## src/rtl/tone_pkg.sv

```systemverilog
// Shared definitions for the tone measurement blocks: FSM state encoding,
// board clock rate and the nominal 440 Hz tone figures.
package tone_pkg;

    typedef enum logic {
        IDLE    = 1'b0,
        MEASURE = 1'b1
    } state_t;

    localparam int CLK_HZ          = 25000000;
    localparam int TONE_440_PERIOD = 56818;    // 25 MHz / 440 Hz
    localparam int TONE_440_TOL    = 568;      // about 1 % of the period

    // True when |value - target| <= tol, using larger-minus-smaller so the
    // difference never wraps.
    function automatic logic within_tol(input logic [31:0] value,
                                        input logic [31:0] target,
                                        input logic [31:0] tol);
        logic [31:0] diff;
        diff = (value >= target) ? (value - target) : (target - value);
        return (diff <= tol);
    endfunction

endpackage

```

## src/rtl/input_sync_edge.sv

```systemverilog
// Two-flop synchronizer plus a history flop for an asynchronous GPIO level.
// Produces the synchronized level and a one-cycle pulse on each rising edge.
module input_sync_edge (
    input  logic CLOCK,
    input  logic RESET_N,
    input  logic async_in,
    output logic level,
    output logic rise
);

    logic sync1_reg;
    logic sync2_reg;
    logic hist_reg;

    // Synchronizer chain and history flop; every edge sees the same delay.
    always_ff @(posedge CLOCK or negedge RESET_N) begin
        if (!RESET_N) begin
            sync1_reg <= 1'b0;
            sync2_reg <= 1'b0;
            hist_reg  <= 1'b0;
        end else begin
            sync1_reg <= async_in;
            sync2_reg <= sync1_reg;
            hist_reg  <= sync2_reg;
        end
    end

    assign level = sync2_reg;
    assign rise  = sync2_reg & ~hist_reg;

endmodule

```

## src/rtl/tone_period_meter.sv

```systemverilog
// Period meter for an audio-rate square wave: counts clock cycles between
// synchronized rising edges, averages 2^AVG_LOG2 periods per report, flags
// in-band reports against TARGET +/- TOL, tracks lock and signal loss.
module tone_period_meter
    import tone_pkg::*;
#(
    parameter int CNT_W       = 20,
    parameter int AVG_LOG2    = 2,
    parameter int TARGET      = TONE_440_PERIOD,
    parameter int TOL         = TONE_440_TOL,
    parameter int TIMEOUT_CYC = 1000000
) (
    input  logic             CLOCK,
    input  logic             RESET_N,
    input  logic             ENABLE,
    input  logic             TONE_IN,
    output logic [CNT_W-1:0] PERIOD,
    output logic             PERIOD_VALID,
    output logic             IN_BAND,
    output logic             LOCKED,
    output logic             TIMEOUT
);

    // The accumulator carries AVG_LOG2 extra bits so the sum of 2^AVG_LOG2
    // full-scale samples cannot overflow. The index keeps one spare bit so it
    // is never zero width when AVG_LOG2 is 0.
    localparam int ACC_W = CNT_W + AVG_LOG2;
    localparam int IDX_W = AVG_LOG2 + 1;
    localparam logic [IDX_W-1:0] IDX_LAST    = IDX_W'((1 << AVG_LOG2) - 1);
    localparam logic [CNT_W-1:0] TIMEOUT_VAL = CNT_W'(TIMEOUT_CYC);

    logic tone_level;
    logic rise_pulse;
    logic tone_rise;

    input_sync_edge u_sync (
        .CLOCK    (CLOCK),
        .RESET_N  (RESET_N),
        .async_in (TONE_IN),
        .level    (tone_level),
        .rise     (rise_pulse)
    );

    // A rise implies the synchronized level is already high.
    assign tone_rise = rise_pulse & tone_level;

    state_t           state_reg;
    logic [CNT_W-1:0] cnt_reg;
    logic [ACC_W-1:0] acc_reg;
    logic [IDX_W-1:0] idx_reg;
    logic [1:0]       streak_reg;
    logic [CNT_W-1:0] period_reg;
    logic             valid_reg;
    logic             in_band_reg;
    logic             locked_reg;
    logic             timeout_reg;

    // Sum including the sample that arrives this cycle, its average and the
    // tolerance verdict on that average.
    logic [ACC_W-1:0] sum_next;
    logic [CNT_W-1:0] avg_next;
    logic             in_band_next;

    assign sum_next     = acc_reg + ACC_W'(cnt_reg);
    assign avg_next     = CNT_W'(sum_next >> AVG_LOG2);
    assign in_band_next = within_tol(32'(avg_next), 32'(TARGET), 32'(TOL));

    // Measurement FSM with counter, accumulator, report, lock and timeout.
    always_ff @(posedge CLOCK or negedge RESET_N) begin
        if (!RESET_N) begin
            state_reg   <= IDLE;
            cnt_reg     <= '0;
            acc_reg     <= '0;
            idx_reg     <= '0;
            streak_reg  <= '0;
            period_reg  <= '0;
            valid_reg   <= 1'b0;
            in_band_reg <= 1'b0;
            locked_reg  <= 1'b0;
            timeout_reg <= 1'b0;
        end else begin
            valid_reg   <= 1'b0;
            timeout_reg <= 1'b0;
            if (!ENABLE) begin
                // Partial average is discarded; PERIOD and IN_BAND hold.
                state_reg  <= IDLE;
                cnt_reg    <= '0;
                acc_reg    <= '0;
                idx_reg    <= '0;
                streak_reg <= '0;
                locked_reg <= 1'b0;
            end else begin
                case (state_reg)
                    IDLE: begin
                        acc_reg <= '0;
                        idx_reg <= '0;
                        if (tone_rise) begin
                            state_reg <= MEASURE;
                            cnt_reg   <= CNT_W'(1);
                        end else begin
                            cnt_reg <= '0;
                        end
                    end
                    MEASURE: begin
                        if (tone_rise) begin
                            // cnt equals the distance between the two rises.
                            cnt_reg <= CNT_W'(1);
                            if (idx_reg == IDX_LAST) begin
                                idx_reg     <= '0;
                                acc_reg     <= '0;
                                period_reg  <= avg_next;
                                valid_reg   <= 1'b1;
                                in_band_reg <= in_band_next;
                                if (in_band_next) begin
                                    if (streak_reg != 2'd2) begin
                                        streak_reg <= streak_reg + 2'd1;
                                    end
                                    if (streak_reg != 2'd0) begin
                                        locked_reg <= 1'b1;
                                    end
                                end else begin
                                    streak_reg <= '0;
                                    locked_reg <= 1'b0;
                                end
                            end else begin
                                idx_reg <= idx_reg + IDX_W'(1);
                                acc_reg <= sum_next;
                            end
                        end else if (cnt_reg == TIMEOUT_VAL) begin
                            // Signal lost: report it and forget everything.
                            timeout_reg <= 1'b1;
                            state_reg   <= IDLE;
                            cnt_reg     <= '0;
                            acc_reg     <= '0;
                            idx_reg     <= '0;
                            streak_reg  <= '0;
                            period_reg  <= '0;
                            in_band_reg <= 1'b0;
                            locked_reg  <= 1'b0;
                        end else begin
                            cnt_reg <= cnt_reg + CNT_W'(1);
                        end
                    end
                    default: state_reg <= IDLE;
                endcase
            end
        end
    end

    assign PERIOD       = period_reg;
    assign PERIOD_VALID = valid_reg;
    assign IN_BAND      = in_band_reg;
    assign LOCKED       = locked_reg;
    assign TIMEOUT      = timeout_reg;

endmodule

```

## config.mk

```make
export PLATFORM = sky130hd
export DESIGN_NAME = tone_period_meter
export DESIGN_NICKNAME = d
export VERILOG_FILES = /design/src/rtl/tone_pkg.sv /design/src/rtl/input_sync_edge.sv /design/src/rtl/tone_period_meter.sv
export SDC_FILE = /design/constraint.sdc
export NUM_CORES = 1
export LEC_CHECK = 0
export ABC_AREA = 0
export BUFFER_PORTS_ARGS = -buffer_cell sky130_fd_sc_hd__buf_2
export CAP_MARGIN = 20
export CORE_UTILIZATION = 64
export DETAILED_ROUTE_END_ITERATION = 8
export MAX_ROUTING_LAYER = met4
export PLACE_DENSITY = 0.87
export SYNTH_ARGS = -nofsm -noshare
export SYNTH_HDL_FRONTEND = slang
export SYNTH_HIERARCHICAL = 1
export SYNTH_SLANG_ARGS = --single-unit
export TNS_END_PERCENT = 10
```

## constraint.sdc

```tcl
create_clock -name CLOCK -period 6.35 [get_ports CLOCK]
set_input_delay 0 -clock CLOCK [delete_from_list [all_inputs] [get_ports CLOCK]]
set_output_delay 0 -clock CLOCK [all_outputs]
set_load 0.03 [all_outputs]
```

Word level (Yosys, flattened, before mapping)
Index checks and enable logic that the tools add are counted.

cells by class
  reduce and logical (&&, ||, !) cells = 5
  eq/ne operators = 10
  $lt $le $gt $ge = 2
  bitwise gates (word level) = 4
  muxes and demuxes = 48
  add/subtract/negate cells = 6

operators by type and width
  kind                    number
  $mux 20                 6
  $mux 22                 4
  $pmux 22 s2             1
  $pmux 20 s2             1
  $le 32x10->1 const B    1
  $mux 32                 1
  $add 22x20->22          1
  $mux 1                  22
  $sub 16x20->21 const A  1
  $sub 20x16->21 const B  1
  $add 20x1->20 const B   1
  $eq 20x20->1 const B    1
  $ge 20x16->1 const B    1
  $mux 2                  7
  $mux 3                  4
  $ne 4x3->1 const B      3
  $reduce_and 4->1        3
  $pmux 3 s2              1
  $ne 2x1->1 const B      2
  $reduce_bool 2->1       2
  $add 3x1->3 const B     1
  $eq 3x2->1 const B      1
  $ne 3x1->1 const B      1
  $ne 3x2->1 const B      1
  5 further kinds         7

word-level totals
  logic and storage cells = 88
  input port bits = 4
  output and inout port bits = 24
  bits in registers = 75

Longest topological paths before layout
Gate-level depths: netlist of the first run.

  depth in word-level cells = 9
  depth in mapped cells = 20
  mapped depth without buffers = 20

Cells and area by module
Netlist of the first run, hierarchy kept.

by module, submodules not included
  module             instances  cells an instance  seq. area each (µm²)  area each (µm²)
  tone_period_meter  1          612                1801.7                5285.1
  input_sync_edge    1          4                  75.1                  88.8

Worst setup path before layout of the first run
Ideal clock, no wire load.

  kind = register to register
  start = reg cnt_reg[0]
  end = reg streak_reg[0]
  cell stages (with the launch flop) = 21
  data required time = 6.274 ns
  data arrival time = 4.286 ns
  setup time = 0.076 ns
  period minus slack after synthesis = 4.363 ns
  buffers on the path = 1
  setup slack = 1.987 ns
  cells stage by stage = dfrtp_1 > ha_1 > inv_1 > fa_1 > nor2b_1 > o21a_1 > or3_1 > and2_1 > inv_1 > ha_1 > and2_1 > a2111o_1 > nor4_1 > o211ai_1 > nand2_2 > buf_4 > mux2i_1 > a211o_1 > nor4_4 > o221ai_1 > o21ai_1

on the way
  longest elaborated chain between the ends = 9
  elaborated cells between the ends (all ways) = 15
  classes of those cells = add/sub: 3; order compare: 2; eq/ne: 3; mux: 6; reduce/logical: 1

ends and longest elaborated chain
  item                                    line                      RTL
  from (decl)                             tone_period_meter.sv:48   logic [CNT_W-1:0] cnt_reg;
  from (signal assigned)                  tone_period_meter.sv:141  cnt_reg <= cnt_reg + CNT_W'(1);
  $add 22x20->22                          tone_period_meter.sv:64   assign sum_next = acc_reg + ACC_W'(cnt_reg);
  $sub 16x20->21 (tied with other cells)  tone_pkg.sv:20            diff = (value >= target) ? (value - target) : (target - value);
  $mux 32                                 tone_pkg.sv:20
  $le 32x10->1                            tone_pkg.sv:21            return (diff <= tol);
  $mux 2                                  tone_period_meter.sv:114  if (in_band_next) begin
  $mux 2                                  tone_period_meter.sv:108  if (idx_reg == IDX_LAST) begin
  $mux 2                                  tone_period_meter.sv:105  if (tone_rise) begin
  $mux 2                                  tone_period_meter.sv:93   case (state_reg)
  $mux 2                                  tone_period_meter.sv:84   if (!ENABLE) begin
  to (signal assigned)                    tone_period_meter.sv:116  streak_reg <= streak_reg + 2'd1;
  to (decl)                               tone_period_meter.sv:51   logic [1:0] streak_reg;

Several ways; a longest one is shown, not always the timed one. The select of a mux whose other input is x is not followed.
A chain may end at the register's enable or synchronous reset.

Worst setup path in the final report of the first run
  start = reg cnt_reg[0]
  end = reg streak_reg[1]

Same word-level chain as after synthesis.

==> results of run 1 <==
==> logic make-up after synthesis <==
group	count (synthesis)	synth area share, %
adder cells (fa/ha/maj)	29	6.89
AO/OA/AOI/OAI	182	24.5
buffers and inverters	42	3.35
flip-flops	75	34.9
XOR/XNOR	45	7.47
multiplexers	7	1.30
AND/OR/NAND/NOR	236	21.6
==> worst max-delay path, delay by kind of cell (launching register included) <==
| family | cells | cell delay, ns |
|---|---|---|
| AND/OR/NAND/NOR | 7 | 1.66 |
| AO/OA/AOI/OAI | 6 | 1.67 |
| buffers and inverters | 2 | 0.20 |
| multiplexers | 1 | 0.27 |
| adder cells (fa/ha/maj) | 3 | 0.94 |
| flip-flops | 1 | 0.47 |
==> metal layers <==
metal	track usage [%]	part of all wire (%)
met5	-	0
met4	16.8	3.9
met3	5.04	5.7
met2	57.7	48
met1	45.6	43
==> synth_stat cells (6+ instances only) <==
cell type	n	area [um^2]
inv_1	14	52.6
xnor2_1	19	166
and2_1	10	62.6
or3_1	7	43.8
o31ai_1	10	75.1
a211oi_1	8	60.1
nor2b_1	10	62.6
o211ai_1	10	75.1
ha_1	28	350
mux2i_1	7	70.1
nor3_1	19	95.1
o21a_1	7	52.6
dfrtp_1	75	1880
a21oi_1	31	155
nand3_1	21	105
a22o_1	18	158
nor2_1	57	214
nand4_1	6	37.5
o21ai_1	7	35.0
clkbuf_1	17	63.8
o21ai_0	36	180
xor2_1	25	219
nand2_1	69	259
buf_2	9	45.0
and3_1	11	68.8
==> worst max-delay path by stage <==
stage | from | end | slack [ns] | cells after the start
2_1_floorplan | cnt_reg[0] | streak_reg[0] | 1.99 | 20
3_3_place_gp | cnt_reg[0] | streak_reg[0] | 1.51 | 19
3_5_place_dp | cnt_reg[0] | streak_reg[0] | 1.23 | 19
4_1_cts | cnt_reg[0] | streak_reg[0] | 1.16 | 19
5_1_grt | cnt_reg[0] | streak_reg[0] | 0.69 | 19
6_report | cnt_reg[0] | streak_reg[1] | 1.08 | 19
==> per-stage QoR <==
stage          area [um^2]  setup WS (ns)  utilization (%)  cells  total power, W
4_1_cts               5760           1.16             70.4    743        0.000867
2_1_floorplan         5370           1.99                -    616        0.000497
3_3_place_gp          5550           1.51             67.8    724        0.000510
3_5_place_dp          5550           1.23             67.8    724        0.000512
6_report              5760           1.08             70.4    743        0.000865
5_1_grt               5760          0.690             70.4    743        0.000892
==> power breakdown <==
group	total, W	leakage, nW	switching [W]	internal, W
clock	0.000362	0.0844	0.000214	0.000148
sequential	0.000481	1.04	0.00000186	0.000479
combinational	0.0000225	1.36	0.0000176	0.00000499
==> timing repair <==
item / in CTS / in global routing
endpoints found under the hold margin: 78 / 0
hold buffers: 3 / 0
setup buffers: 0 / 0
gates resized for setup: 0 / 0
==> placed cells by master (no fill, tap or decap), types with 4 or more instances in the layout <==
master    netlist  routed
o31ai_1        10      10
nor2_1         57      57
o21ai_1         7       7
nand3_1        21      21
buf_4           1       5
and3_1         11      11
xor2_1         25      25
nor4_1          4       4
xnor2_1        19      19
mux2i_1         7       7
nand2b_1        5       5
buf_2           9      26
a211oi_1        8       8
o21a_1          7       7
dfrtp_1        75      75
nor3_1         19      19
a21oi_1        31      31
nand4_1         6       6
a22o_1         18      18
inv_1          14      14
clkbuf_8        0       9
a21o_1          5       5
or3_1           7       7
o211ai_1       10      10
o21ai_0        36      36
nor2b_1        10      10
nand2_1        69      69
ha_1           28      28
and2_1         10      10
==> layout make-up <==
type	count	area, um^2
fillers	653	2420
inverters	14	52.6
multi-input cells	499	3320
well taps	105	131
flip-flops and latches	75	1880
clock inverters	7	60.1
clock buffers	9	124
repair buffers	34	198
==> results.md, run 1 <==
* DRC at 0
* Via count of the first global-routing pass at approximately 4,800
* Hold path depth at 2
* Critical Path AT at around 5.6 ns
* Worst vdd ir at between 0.09 and 0.1 mV
* Main flop type after synthesis: dfrtp_1
* Setup crit start kind: register
* Worst skew pair latency at ~0.37 ns
* Drt total wl at around 15,000 um
* Starting Density at about two thirds
* Leakage at approximately 2.5 nW
* Fmax at roughly 0.19 GHz
* Nets at 666
* Min-delay src: TONE_IN
* Final Setup Violations at 0
* Port bufs at 27
* # diodes at 0
* Unrepaired setup endpoints after global routing: no
* Worst reg2reg path depth at 19
* Die area at ~0.0088 mm^2
* Yosys reg bits at between 70 and 80
* GPL Wtd Cong at around 1
* Crit Reg-Reg Startpoint: cnt_reg[0]
* 1st-iter DRT viols at 380
* CP Capture Type: register
* Max Cap Viol at 0
* Flop2flop setup slack at about 1.1 ns
* H-tree lvl count at 3
* Worst-Margin Slew at between 1 and 1.5 ns
* Worst path max stage delay at about 0.6 ns
* Avg WL per Cell at 19.6 um
* Global route overflow at 0
* Initial antenna violation count at 0
* Register area share after synthesis at a little over a third
* All-Layer GR Usage at 36.1%
* CTS tree: yes
* Slowest CP cell: a2111oi_2
* Pwr Density at 150 mW/mm^2
* Share of layout cells above drive strength 1 at 10.3%
* Fin Setup TNS at 0 ns
* Status: completed
* Critical path cell sequence: ha_1 > inv_1 > fa_1 > nor2b_1 > o21a_1 > or3_1 > and2_1 > inv_1 > ha_1 > and2_1 > a2111o_1 > nor4_1 > o211ai_1 > nand2_2 > mux2i_1 > a221oi_1 > a2111oi_2 > o2111ai_1 > nand3_1
* # clock sinks at 75
* Core Region at 0.00818 mm^2
* IO Pins at 28
* Crit share post-route at approximately 83%
* Die Y at ~94 um
* Min-Delay Path Class: input pin to register
* Max reg flops at 22
* Worst EP required at approximately 6.7 ns
* Post-synth EDFFs at 0
* Fin Clk Skew at between 0.01 and 0.015 ns
* Worst min-delay path endpoint: u_sync/sync1_reg
* Cell Rows at 33
* Worst relative slew slack at between 30% and 40%
* Vias per cell at roughly 6.6
* HPWL after DPL at roughly 10,000 um
* Antenna viol nets, final at 0
* Hold slack at 0.267 ns
* Routed via count at 4,903
* Peak fanout along the critical path at 17
* Cts bufs inserted at 9
* Syn Inst Count at ~620
* Slew Limit Fails at 0
* Largest net degree at the start of global routing at 76
* YS warnings at 6
* Asr flop ratio synth at between 90% and 100%
* Root Buffer: clkbuf_8
* Critical path class: register to register
* Post-Syn Nets at about 650
* Hold Fails Final Rpt at 0
* Minimum clock period at approximately 5.3 ns
* Average cell area after synthesis at between 8 and 9 um^2
* First-pass GRT wire length at around 24,000 um
* Layout area overhead at 7.17%
* Clock slew at reported path FFs at around 0.090 ns
* Crit Reg-Reg Endpoint: streak_reg[1]
* Synth cell types at 76
* Drt first pass iters at 5
* CTS max path bufs at 2
* Die width at around 94 um
* Synthesized area at 0.00537 mm^2
(Power assumes the default switching activity.)
==> inputs of run 2 (changes only) <==
--- a/config.mk
+++ b/config.mk
@@ -5,13 +5,13 @@
 export SDC_FILE = /design/constraint.sdc
 export NUM_CORES = 1
 export LEC_CHECK = 0
-export ABC_AREA = 0
+export ABC_AREA = 1
 export BUFFER_PORTS_ARGS = -buffer_cell sky130_fd_sc_hd__buf_2
 export CAP_MARGIN = 20
-export CORE_UTILIZATION = 64
+export CORE_UTILIZATION = 57
 export DETAILED_ROUTE_END_ITERATION = 8
 export MAX_ROUTING_LAYER = met4
-export PLACE_DENSITY = 0.87
+export PLACE_DENSITY = 0.82
 export SYNTH_ARGS = -nofsm -noshare
 export SYNTH_HDL_FRONTEND = slang
 export SYNTH_HIERARCHICAL = 1
==> constraint.sdc (replaced) <==
create_clock -name CLOCK -period 4.55 [get_ports CLOCK]
set_input_delay 0 -clock CLOCK [delete_from_list [all_inputs] [get_ports CLOCK]]
set_output_delay 0 -clock CLOCK [all_outputs]
set_load 0.03 [all_outputs]
==> run 2 against run 1 <==
Net effect:
- maximum frequency increased by 29%
- non-clock buffer count unchanged
- highest routed layer unchanged
- clock power grew 66%
- global-route usage decreased by 3.0 points
==> results.md, run 2 <==
* Critical path class: register to register
* Fmax at 0.244 GHz (+29%)
* CTS tree: yes
* Max reg flops at 22 (unchanged)
* Synth area leaders: dfrtp_1 31%, nand2_1 19%, inv_1 8.4%
* Synth Area in Compound Gates at 9.24% (-15 points)
* Die area at 0.0112 mm^2 (+28%)
* Max Cap Viol at 0 (unchanged)
* GPL Wtd Cong at 0.948 (-3.7%)
* Die width at 106 um (+13%)
* Fin Setup TNS at 0 ns (unchanged)
* Largest area contributor in the netlist: dfrtp_1
* Starting Density at 59.1% (-6.6 points)
* Adder-Cell Fraction of Synth Area at 6.04% (-0.85 points)
* YS warnings at 6 (unchanged)
* Hold slack at 0.289 ns (+0.0213 ns)
* Pwr Density at 197 mW/mm^2 (+31%)
* Minimum clock period at 4.09 ns (-1.18 ns)
* Die Y at 106 um (+13%)
* Core Region at 0.0104 mm^2 (+27%)
* Worst EP required at 4.85 ns (-1.80 ns)
* Drt total wl at 17,100 um (+17%)
* Worst vdd ir at 0.263 mV (+180%)
* Root Buffer: clkbuf_8
* Share of the synthesized area in the top cell type at 30.6% (-4.3 points)
* CTS resizes at 0 (unchanged)
* # diodes at 0 (unchanged)
* Fin Clk Skew at 0.0132 ns (+0.000389 ns)
* Post-Syn Nets at 987 (+52%)
* Peak fanout along the critical path at 20 (+3)
* Commonest non-fill, non-tap cell in the layout: nand2_1
* # clock sinks at 75 (unchanged)
* HPWL after DPL at 13,100 um (+25%)
* Antenna viol nets, final at 0 (unchanged)
* Largest net degree at the start of global routing at 76 (unchanged)
* Setup crit start kind: register
* Via count of the first global-routing pass at 5,543 (+16%)
* Post-synth EDFFs at 0 (unchanged)
* Commonest non-fill, non-tap cells in the layout: 316 x nand2_1, 137 x inv_1, 88 x nor2_1
* FF/Latch Area at 0.00188 mm^2 (unchanged)
* DRC at 0 (unchanged)
* Yosys reg bits at 75 (unchanged)
* Crit share post-route at 89.9% (+6.9 points)
* Worst-Margin Slew at 0.930 ns (-0.102 ns)
* Count leader, synth: nand2_1
* Worst skew pair latency at 0.37 ns (about the same)
* Fillers at 969 (+48%)
* All-Layer GR Usage at 33.1% (-3.0 points)
* Largest family of logic cells by synthesized area: simple AND/OR/NAND/NOR gates
* Cts bufs inserted at 9 (unchanged)
* Simple-gate share of the synthesized area at 41.3% (+20 points)
* Worst relative slew slack at 38.0% (+7.1 points)
* Final Setup Violations at 0 (unchanged)
* Synthesized area at 0.00613 mm^2 (+14%)
* Syn Inst Count at 954 (+55%)
* Worst reg2reg path depth at 24 (+5)
* Hold Fails Final Rpt at 0 (unchanged)
* Unrepaired setup endpoints after global routing: no
* Leakage at 3.38 nW (+36%)
* Routed via count at 6,267 (+28%)
* Status: completed
* Average cell area after synthesis at 6.43 um^2 (-26%)
* Synth Area in XOR/XNOR at 2.43% (-5.0 points)
* Min-Delay Path Class: input pin to register
* Initial antenna violation count at 0 (unchanged)
* Global route overflow at 0 (unchanged)
* Multi-input gate area at 0.00362 mm^2 (+9.1%)
* 1st-iter DRT viols at 677 (+78%)
* H-tree lvl count at 3 (unchanged)
* First-pass GRT wire length at 27,700 um (+17%)
* Slew Limit Fails at 0 (unchanged)
* Nets at 1,016 (+53%)
* IO Pins at 28 (unchanged)
* Multiplexer area fraction after synthesis at 0% (-1.3 points)
* Asr flop ratio synth at 100% (unchanged)
* Layout area overhead at 8.28%
* CP Capture Type: register
* Register area share after synthesis at 30.6% (-4.3 points)
* Share of layout cells above drive strength 1 at 11.6% (+1.3 points)
* Cell Rows at 37 (+12%)
* Drt first pass iters at 5 (unchanged)
* Avg WL per Cell at 15.2 um (-22%)
* CTS max path bufs at 2 (unchanged)
* Port bufs at 27 (unchanged)
* Post-synth top cells: 316 x nand2_1, 137 x inv_1, 88 x nor2_1
* Synth cell types at 42 (-45%)
* Critical Path AT at 4.39 ns (-1.18 ns)
* Clock slew at reported path FFs at 0.09 ns (about the same)
* Vias per cell at 5.58 (-16%)
* Hold path depth at 2 (unchanged)
* Main flop type after synthesis: dfrtp_1
[run 2: changes by cell type after synthesis, sizes merged, moves of 8 or more]
cell / previous run / this run
nand3: 21 / 65
nand4: 6 / 18
o211ai: 11 / 3
nand2: 70 / 347
a22o: 18 / 4
xor2: 26 / 14
nor2: 57 / 111
xnor2: 19 / 3
and3: 11 / 1
a211oi: 9 / 1
inv: 14 / 145
nor2b: 11 / 0
o31ai: 12 / 0
and2: 11 / 0
[run 2: area by class of cell]
class	count	share of cell area, %
sequential	75	28.3
timing repair buffer	34	2.98
clock buffer	9	1.87
multi-input combinational	717	54.5
tap	136	2.56
clock inverter	7	1.62
inverter	146	8.25
[run 2: path summary, 6_finish.rpt]
check | start | to | slack (ns)
max reg2reg | cnt_reg[0] | streak_reg[1] | 0.46
min in group asynchronous | RESET_N | PERIOD[4] | 0.34
min | TONE_IN | u_sync/sync1_reg | 0.29
min reg2reg | u_sync/sync1_reg | u_sync/level | 0.35
max | cnt_reg[0] | streak_reg[1] | 0.46
max in group asynchronous | RESET_N | acc_reg[16] | 3.62
[run 2: report_power, final]
part | switching [W] | internal (W) | leakage (nW) | total, W
combinational | 0.0000275 | 0.00000712 | 2.23 | 0.0000346
sequential | 0.00000139 | 0.000668 | 1.04 | 0.000670
clock | 0.000281 | 0.000320 | 0.114 | 0.000601
[run 2: per-layer routing]
layer	part of all wire [%]	global-route usage [%]	up-vias
li1	-	-	3058
met4	2.2	8.23	0
met1	44	47.2	2824
met2	43	49.2	353
met3	11	5.57	32
met5	0	-	-
[run 2: cells by family (layout without fill, tap and decap cells)]
group | count (synthesis) | after routing
XOR/XNOR | 17 | 17
buffers and inverters | 162 | 196
AND/OR/NAND/NOR | 569 | 569
flip-flops | 75 | 75
adder cells (fa/ha/maj) | 29 | 29
AO/OA/AOI/OAI | 102 | 102
[run 2: per-stage QoR]
stage | worst slack [ns] | cell area (um^2) | instances | power [W] | util [%]
after floorplan | 1.17 | 6130 | 954 | 0.000695 | -
after global placement | 0.776 | 6380 | 1105 | 0.000715 | 61.5
after detailed placement | 0.587 | 6380 | 1105 | 0.000716 | 61.5
after CTS | 0.561 | 6640 | 1124 | 0.00131 | 64.0
after global routing | 0.178 | 6640 | 1124 | 0.00134 | 64.0
final | 0.459 | 6640 | 1124 | 0.00131 | 64.0
[run 2: what timing repair did]
item,in CTS,in global routing
buffers inserted,0,0
hold endpoints to repair,77,0
hold buffers,3,0
[run 2: critical path: stages (launching register included)]
cell and delay [ns]:
dfrtp_1 0.41, ha_1 0.24, inv_1 0.08, fa_1 0.20, inv_1 0.09, nand3_1 0.07
nand3_1 0.12, xnor2_1 0.62, ha_1 0.30, inv_1 0.07, nor2_2 0.14, nor2_4 0.07
nand2_1 0.09, nand2_1 0.09, nand2_2 0.11, nor2_4 0.04, nor2_2 0.11, nand2_2 0.25
o211ai_1 0.27, nand3_1 0.11, nor2_1 0.18, nand3_2 0.14, nor2_2 0.12, nand2_1 0.06
nand2_1 0.06
